## src/rtl/laser_pulse_gen.sv

```systemverilog
// ============================================================================
// Module   : laser_pulse_gen
// Purpose  : Laser trigger pulse-train generator. The pulse width, the period
//            and the pulse count are programmable. The train can be stopped
//            by abort or by reset. The registered output o_laser_pulse is the
//            signal that the safety monitors watch.
// Options  : SAFETY_INTERLOCK_EN adds i_fail_in. It forces the output low,
//            ends the train and blocks any new start.
// Revision : 1.0  initial release
// ============================================================================
`default_nettype none

module laser_pulse_gen #(
  parameter int CNT_W = 32,
  parameter int NUM_W = 16
) (
  input  logic             clk,
  input  logic             rst,
  input  logic             i_start,
  input  logic             i_abort,
`ifdef SAFETY_INTERLOCK_EN
  input  logic             i_fail_in,
`endif
  input  logic [CNT_W-1:0] i_pulse_width,
  input  logic [CNT_W-1:0] i_pulse_period,
  input  logic [NUM_W-1:0] i_pulse_num,
  output logic             o_laser_pulse,
  output logic             o_busy,
  output logic             o_done,
  output logic             o_aborted,
  output logic             o_cfg_err,
  output logic [NUM_W-1:0] o_pulses_sent
);

  typedef enum logic [1:0] {
    S_IDLE = 2'd0,
    S_HIGH = 2'd1,
    S_LOW  = 2'd2
  } state_t;

  localparam logic [CNT_W-1:0] c_CNT_ONE  = CNT_W'(1);
  localparam logic [NUM_W-1:0] c_NUM_ONE  = NUM_W'(1);
  localparam logic [NUM_W-1:0] c_NUM_SAT  = {NUM_W{1'b1}};

  state_t             r_state, w_state_nxt;
  logic [CNT_W-1:0]   r_cnt, w_cnt_nxt;
  logic [CNT_W-1:0]   r_width, w_width_nxt;
  logic [CNT_W-1:0]   r_period, w_period_nxt;
  logic [NUM_W-1:0]   r_num, w_num_nxt;
  logic [NUM_W-1:0]   r_sent, w_sent_nxt;
  logic               r_laser, w_laser_nxt;
  logic               r_done, w_done_nxt;
  logic               r_aborted, w_aborted_nxt;
  logic               r_cfg_err, w_cfg_err_nxt;
  logic               w_fail;
  logic               w_cfg_ok;
  logic               w_stop;

`ifdef SAFETY_INTERLOCK_EN
  assign w_fail = i_fail_in;
`else
  assign w_fail = 1'b0;
`endif

  assign w_cfg_ok = (i_pulse_width != '0) && (i_pulse_width < i_pulse_period);
  // The interlock and abort stop an active train. Both take priority over
  // period completion, so a train that stops this way never reports done.
  assign w_stop   = i_abort || w_fail;

  // Next-state and datapath decode for the IDLE / HIGH / LOW sequencer
  always_comb begin
    w_state_nxt   = r_state;
    w_cnt_nxt     = r_cnt;
    w_width_nxt   = r_width;
    w_period_nxt  = r_period;
    w_num_nxt     = r_num;
    w_sent_nxt    = r_sent;
    w_laser_nxt   = r_laser;
    w_done_nxt    = 1'b0;
    w_aborted_nxt = 1'b0;
    w_cfg_err_nxt = r_cfg_err;
    case (r_state)
      S_IDLE: begin
        w_laser_nxt = 1'b0;
        if (i_start && !w_fail) begin
          if (w_cfg_ok) begin
            w_state_nxt   = S_HIGH;
            w_cnt_nxt     = c_CNT_ONE;
            w_width_nxt   = i_pulse_width;
            w_period_nxt  = i_pulse_period;
            w_num_nxt     = i_pulse_num;
            w_sent_nxt    = c_NUM_ONE;
            w_laser_nxt   = 1'b1;
            w_cfg_err_nxt = 1'b0;
          end else begin
            w_cfg_err_nxt = 1'b1;
          end
        end
      end
      S_HIGH: begin
        if (w_stop) begin
          w_state_nxt   = S_IDLE;
          w_cnt_nxt     = '0;
          w_laser_nxt   = 1'b0;
          w_aborted_nxt = 1'b1;
        end else begin
          w_cnt_nxt = r_cnt + c_CNT_ONE;
          if (r_cnt == r_width) begin
            w_state_nxt = S_LOW;
            w_laser_nxt = 1'b0;
          end
        end
      end
      S_LOW: begin
        if (w_stop) begin
          w_state_nxt   = S_IDLE;
          w_cnt_nxt     = '0;
          w_laser_nxt   = 1'b0;
          w_aborted_nxt = 1'b1;
        end else if (r_cnt == r_period) begin
          if ((r_num != '0) && (r_sent == r_num)) begin
            w_state_nxt = S_IDLE;
            w_cnt_nxt   = '0;
            w_done_nxt  = 1'b1;
          end else begin
            // cnt restarts at 1, so rising edges are exactly one period apart
            w_state_nxt = S_HIGH;
            w_cnt_nxt   = c_CNT_ONE;
            w_laser_nxt = 1'b1;
            if (r_sent != c_NUM_SAT) begin
              w_sent_nxt = r_sent + c_NUM_ONE;
            end
          end
        end else begin
          w_cnt_nxt = r_cnt + c_CNT_ONE;
        end
      end
      default: begin
        w_state_nxt = S_IDLE;
        w_cnt_nxt   = '0;
        w_laser_nxt = 1'b0;
      end
    endcase
  end

  // State, counters, latched configuration and registered outputs
  always_ff @(posedge clk or posedge rst) begin
    if (rst) begin
      r_state   <= S_IDLE;
      r_cnt     <= '0;
      r_width   <= '0;
      r_period  <= '0;
      r_num     <= '0;
      r_sent    <= '0;
      r_laser   <= 1'b0;
      r_done    <= 1'b0;
      r_aborted <= 1'b0;
      r_cfg_err <= 1'b0;
    end else begin
      r_state   <= w_state_nxt;
      r_cnt     <= w_cnt_nxt;
      r_width   <= w_width_nxt;
      r_period  <= w_period_nxt;
      r_num     <= w_num_nxt;
      r_sent    <= w_sent_nxt;
      r_laser   <= w_laser_nxt;
      r_done    <= w_done_nxt;
      r_aborted <= w_aborted_nxt;
      r_cfg_err <= w_cfg_err_nxt;
    end
  end

  assign o_laser_pulse = r_laser;
  assign o_busy        = (r_state != S_IDLE);
  assign o_done        = r_done;
  assign o_aborted     = r_aborted;
  assign o_cfg_err     = r_cfg_err;
  assign o_pulses_sent = r_sent;

endmodule

`default_nettype wire
```

## config.mk

```make
export PLATFORM = sky130hd
export DESIGN_NAME = laser_pulse_gen
export DESIGN_NICKNAME = d
export VERILOG_FILES = /design/src/rtl/laser_pulse_gen.sv
export SDC_FILE = /design/constraint.sdc
export NUM_CORES = 1
export LEC_CHECK = 0
export CORE_MARGIN = 2
export CORE_UTILIZATION = 32
export DETAILED_ROUTE_END_ITERATION = 7
export GPL_TIMING_DRIVEN = 0
export PLACE_DENSITY_LB_ADDON = 0.25
export SYNTH_ARGS = -nofsm -noshare
export SYNTH_HDL_FRONTEND = slang
export SYNTH_SLANG_ARGS = --single-unit
```

## constraint.sdc

```tcl
create_clock -name clk -period 9.7 [get_ports clk]
set_input_delay 1.455 -clock clk [delete_from_list [all_inputs] [get_ports clk]]
set_output_delay 1.455 -clock clk [all_outputs]
set_load 0.05 [all_outputs]
```

== Yosys cells after proc, flatten, opt, wreduce, memory -nomap -nowiden ==
Index checks and enable logic that the tools add are counted.

* Bits in registers: 134
* Output and inout port bits: 21

* Equality and inequality tests: 15
* Reductions and logical operators: 14
* Muxes and demuxes: 37
* $lt $le $gt $ge: 1
* Add/sub/neg operators: 2

{| class="wikitable"
|+ Operators by type and width
! cell !! number
|-
| $mux 32 || 5
|-
| $mux 16 || 6
|-
| $pmux 32 s3 || 1
|-
| $eq 32x32->1 || 2
|-
| $add 32x1->32 const B || 1
|-
| $lt 32x32->1 || 1
|-
| $pmux 16 s2 || 1
|-
| $reduce_bool 32->1 || 1
|-
| $add 16x1->16 const B || 1
|-
| $eq 16x16->1 || 1
|-
| $mux 1 || 16
|-
| $ne 16x16->1 const B || 1
|-
| $reduce_bool 16->1 || 1
|-
| $mux 2 || 6
|-
| $ne 2x2->1 const B || 6
|-
| $ne 3x3->1 const B || 3
|-
| $reduce_and 7->1 || 1
|-
| $pmux 2 s3 || 1
|-
| $reduce_and 3->1 || 2
|-
| $reduce_and 2->1 || 2
|-
| $reduce_and 4->1 || 1
|-
| $reduce_bool 2->1 || 2
|-
| $pmux 1 s3 || 1
|-
| $eq 2x1->1 const B || 1
|-
| 4 further kinds || 5
|}

== Logic depth before layout (Yosys ltp) ==
* Word-level depth: 6
* Mapped depth: 12
* Depth with buffers taken out: 9

== Worst setup path after synthesis ==
Ideal clock, no wire load.

* Kind: input-to-reg
* Start point: input port i_pulse_period[26]
* End point: register r_state[0]
* Stages on the path: 11
* Setup time: 0.128 ns
* Arrival: 3.585 ns
* Required time: 9.572 ns
* Setup slack: 5.988 ns
* Path through: inv_1 -> ha_1 -> nand4_1 -> nor4_1 -> and3_1 -> a22oi_1 -> a21oi_1 -> clkbuf_1 -> clkbuf_1 -> nand3b_1 -> mux2_1

* Word-level cells in the longest chain between the ends: 4

{| class="wikitable"
|+ Ends and longest elaborated chain
! what !! line !! source
|-
| start: declaration || 25 || <nowiki>input logic [CNT_W-1:0] i_pulse_period,</nowiki>
|-
| $lt 32x32->1 || 65 || <nowiki>assign w_cfg_ok = (i_pulse_width != '0) && (i_pulse_width < i_pulse_period);</nowiki>
|-
| $logic_and 1x1->1 || 65 ||
|-
| $ne 2x2->1 (no line) || -- ||
|-
| $reduce_and 4->1 (no line) || -- ||
|-
| end signal: assignment || 160 || <nowiki>r_state <= w_state_nxt;</nowiki>
|-
| end: declaration || 45 || <nowiki>state_t r_state, w_state_nxt;</nowiki>
|}

Every way passes these cells.
A chain may end at the register's enable or synchronous reset.

== Final worst setup path ==
* Start point: input port i_pulse_period[30]
* End point: register r_cnt[2]

* Word-level cells in the longest chain between the ends: 4

{| class="wikitable"
|+ Ends and longest elaborated chain
! what !! line !! source
|-
| $lt 32x32->1 || 65 ||
|-
| $logic_and 1x1->1 || 65 ||
|-
| $ne 2x2->1 (no line) || -- ||
|-
| $reduce_and 2->1 (no line) || -- ||
|-
| end signal: assignment || 161 || <nowiki>r_cnt <= w_cnt_nxt;</nowiki>
|-
| end: declaration || 46 || <nowiki>logic [CNT_W-1:0] r_cnt, w_cnt_nxt;</nowiki>
|}

Every way passes these cells.

==> summary.md <==
| Metric | Value |
|---|---|
| Slack of the critical path | `4.64 ns` |
| Warnings, synthesis | `0` |
| Post-synth EDFFs | `0` |
| Cts-stage hold buffer count | `0` |
| Reg-to-reg slack, setup | `6.20 ns` |
| Synth-to-layout area growth | `26.5%` |
| Sequential power share | `0.384` |
| Detailed Route Iter0 Violations | `491` |
| Post-CTS sizing | `0` |
| DR vias | `6425` |
| Post-Place Worst Slack | `4.17 ns` |
| Max incr delay on CP | `0.57 ns` |
| Final setup viols | `0` |
| Syn_nets | `889` |
| CORE AREA | `24300 um2` |
| CTS max path bufs | `2` |
| M1 WL | `11.1 mm` |
| Tmin final | `5.06 ns` |
| CP Launch Point | `i_pulse_period[30]` |
| CP required | `10.05 ns` |
| Post-CTS Setup Repair Bufs | `0` |
| Setup TNS | `0 ns` |
| Combinational Power Share | `0.328` |
| Critical path arrival | `5.41 ns` |
| Hpwl dp | `18.0 mm` |
| Type of origin of the critical path | `input port` |
| Seq/Total Area, Yosys | `0.424` |
| Site Rows | `57` |
| Placer Congestion | `0.860` |
| Number of H-tree levels | `4` |
| Final period util | `0.522` |
| Die area | `26000 um2` |
| Global-route wire length before repair | `37.0 mm` |
| IO buf count | `104` |
| Post-synthesis cell count | `768` |
| Synthesized area per cell | `10.3 um2` |
| Final Hold Viols | `0` |
| Vias in the first global route | `6271` |
| CP dominant cell by count | `clkbuf_1` |
| Critical Path Slowest Stage Cell | `clkdlybuf4s50_1` |
| Outcome | `completed` |
| Slew @ Worst Pin | `0.697 ns` |
| Routed WL per cell | `19.0 um` |
| Sw Pwr | `0.000842 W` |
| Met2 wire len | `10.7 mm` |
| Reg2reg end | `r_cnt[6]` |
| IO Count | `105` |
| Peak VDD IR | `0.000123 V` |
| DIE WIDTH | `161 um` |
| Critical Path, Cell by Cell | `clkdlybuf4s50_1 -> inv_1 -> ha_1 -> nand4_1 -> nor4_1 -> and3_1 -> a22oi_1 -> a21oi_1 -> clkbuf_1 -> clkbuf_1 -> clkbuf_1 -> o21ai_0 -> o21ai_1` |
| Crit-path max FO | `10` |
| Critical path type | `in -> reg` |
| # clock sinks | `134` |
| Number of antenna diodes | `0` |
| GRT Overall Usage | `0.186` |
| Antenna violations before repair | `0` |
| FILL cells | `2341` |
| Worst Setup End Kind | `register` |
| Clk pwr share | `0.288` |
| DR pass1 iterations | `5` |
| Hold Slack | `0.504 ns` |
| CTS tree | `built` |
| Die Ht | `161 um` |
| Crit path capture | `r_cnt[2]` |
| Leakage | `4.28 nW` |
| # Max-Cap Violations | `0` |
| Routed wire length | `23.3 mm` |
| Worst-path clk slew | `0.06 ns` |
| CTS Buf Count | `17` |
| Relative slew margins | `0.531` |
| Fraction of layout instances using a drive strength above 1 | `0.0764` |
| Cell Area, Synth | `7910 um2` |
| Net Sw Frac | `0.352` |
| Final #Nets | `1013` |
| Slew Viols, Final | `0` |
| Clock Root Buffer | `clkbuf_16` |
| Post-synth ARST share | `1.00` |
| Post-DRT Antenna Nets | `0` |
| HP Class | `reg -> reg` |
| Clock Skews | `0.00979 ns` |
| Pin count of the biggest net entering global routing | `77` |
| Critical R2R Launch | `r_cnt[28]` |
| Starting Density | `0.325` |
| Vias/cell | `5.24` |
| Worst-skew pair later-pin latency | `0.43 ns` |
| DRC Markers | `0` |
| Met3 WL post-DR | `986 um` |
| Stages on worst setup path | `13` |
| Predominant post-synthesis flop cell | `dfrtp_1` |
| Synth Register Bits | `134` |
| CP Buf/Inv Count | `5` |
| Unique masters post-synth | `53` |
| PwrDens | `239 nW/um2` |
| R2r worst-path depth | `10` |
| Delay-heaviest family, CP | `buffers and inverters` |
| Final global-route overflow total | `0` |
| RSZ-0062 raised after global routing | `no` |
| Top sig layer | `met4` |
| Internal | `0.00155 W` |
| Peak Freq | `0.198 GHz` |
==> synthesized netlist by cell type (4+ instances only) <==
cell type  number  area (um2)
xor2_1         32         280
and3_1          6        37.5
o21ai_1        11        55.1
or3_1           5        31.3
mux2_1         72         811
o21ai_0         9        45.0
and2_1          4        25.0
inv_1          40         150
clkbuf_1       27         101
nor2_1         30         113
buf_2          19        95.1
dfrtp_1       134        3350
nand2b_1        9        56.3
or4_1           6        45.0
nand2_1        40         150
xnor2_1        48         420
nor4_1         27         169
a21o_1         19         143
a22o_1         19         166
and4_1          6        52.6
ha_1           37         463
a31oi_1         4        25.0
a21oi_1        23         115
mux2_2         10         113
a211oi_1        5        37.5
or4b_1          4        40.0
o41ai_1         6        52.6
nand4_1        29         181
nand3_1        30         150
o31ai_1        21         158
==> routing by layer <==
metal  vias up  GRT usage
li1       3027          -
met2       175      0.289
met4         0     0.0552
met1      3200      0.264
met5         -          0
met3        23     0.0336
==> flip-flops by register name, summed over array words and instances, names as in the netlist <==
name and count:
o_aborted 1, r_width 32, r_num 16, r_state 2, o_done 1, o_pulses_sent 16, r_period 32, o_cfg_err 1
o_laser_pulse 1, r_cnt 32
==> cells in the final DEF (no fill, tap or decap), types with 3 or more instances in the layout <==
cell type        Yosys  final
clkinvlp_4           0      5
mux2_1              72     72
xnor2_1             48     48
o21ai_0              9      9
and4_1               6      6
inv_1               40     39
buf_6                3      3
o21ai_1             11     11
o41ai_1              6      6
nor3_1               3      3
buf_1                3      3
o31ai_1             21     21
dfrtp_1            134    134
clkbuf_1            27     27
mux2_2              10     10
nand2b_1             9      9
and2_1               4      4
a21o_1              19     19
and3_1               6      6
or4_1                6      6
bufinv_16            0      4
or3_1                5      5
or4b_1               4      4
nand3_1             30     30
clkbuf_16            0     17
a211oi_1             5      5
a22o_1              19     19
a31oi_1              4      4
nor4_1              27     27
nand2_1             40     40
clkdlybuf4s50_1      0    104
xor2_1              32     32
nor2_1              30     30
or2_1                3      3
ha_1                37     37
buf_2               19     19
nand4_1             29     29
a21oi_1             23     23
==> layout make-up <==
cell class	count	area, um2	share of cell area
clock inverters	12	180	0.0180
well taps	324	405	0.0405
clock buffers	18	439	0.0439
repair buffers	105	1070	0.107
multi-input cells	541	4160	0.416
flip-flops and latches	134	3350	0.335
plain buffers	53	249	0.0249
inverters	40	155	0.0155
==> kinds of logic (layout without fill, tap and decap cells) <==
family,count (synthesis),count (layout),share of synthesized area
mux,82,82,0.117
fa+ha+maj,37,37,0.0585
simple gates,208,208,0.143
xor+xnor,80,80,0.0886
flops,134,134,0.424
buf+inv,93,228,0.0505
compound gates,134,134,0.119
==> worst min-delay path by stage <==
stage,start,endpoint,slack (ns),depth (start not counted)
2_1_floorplan,r_period[0],r_period[0],0.48,1
3_3_place_gp,o_cfg_err,o_cfg_err,0.48,2
3_5_place_dp,o_cfg_err,o_cfg_err,0.50,2
4_1_cts,o_cfg_err,o_cfg_err,0.51,2
5_1_grt,r_width[29],r_width[29],0.53,1
6_report,o_cfg_err,o_cfg_err,0.50,2
==> power groups by stage <==
stage	Clock, W	Sequential, W	Combinational [W]
floorplan	0	0.000892	0.000535
global placement	0	0.000924	0.000775
detailed placement	0	0.000928	0.000785
CTS	0.000700	0.000918	0.000788
global route	0.000730	0.000941	0.000856
finish	0.000689	0.000918	0.000784
==> worst min-delay path, cell delays in order, from the launching register on <==
cell	delay, ns
dfrtp_1	0.34
a21oi_1	0.04
nor2_1	0.08
==> stage by stage <==
stage | util | power (W) | cells | cell area [um2]
4_1_cts | 0.412 | 0.00241 | 1227 | 10000
3_3_place_gp | 0.385 | 0.00170 | 1196 | 9360
3_5_place_dp | 0.386 | 0.00171 | 1197 | 9390
2_1_floorplan | - | 0.00143 | 768 | 7910
5_1_grt | 0.412 | 0.00253 | 1227 | 10000
6_report | 0.412 | 0.00239 | 1227 | 10000
Power figures use the tool's default switching activity.
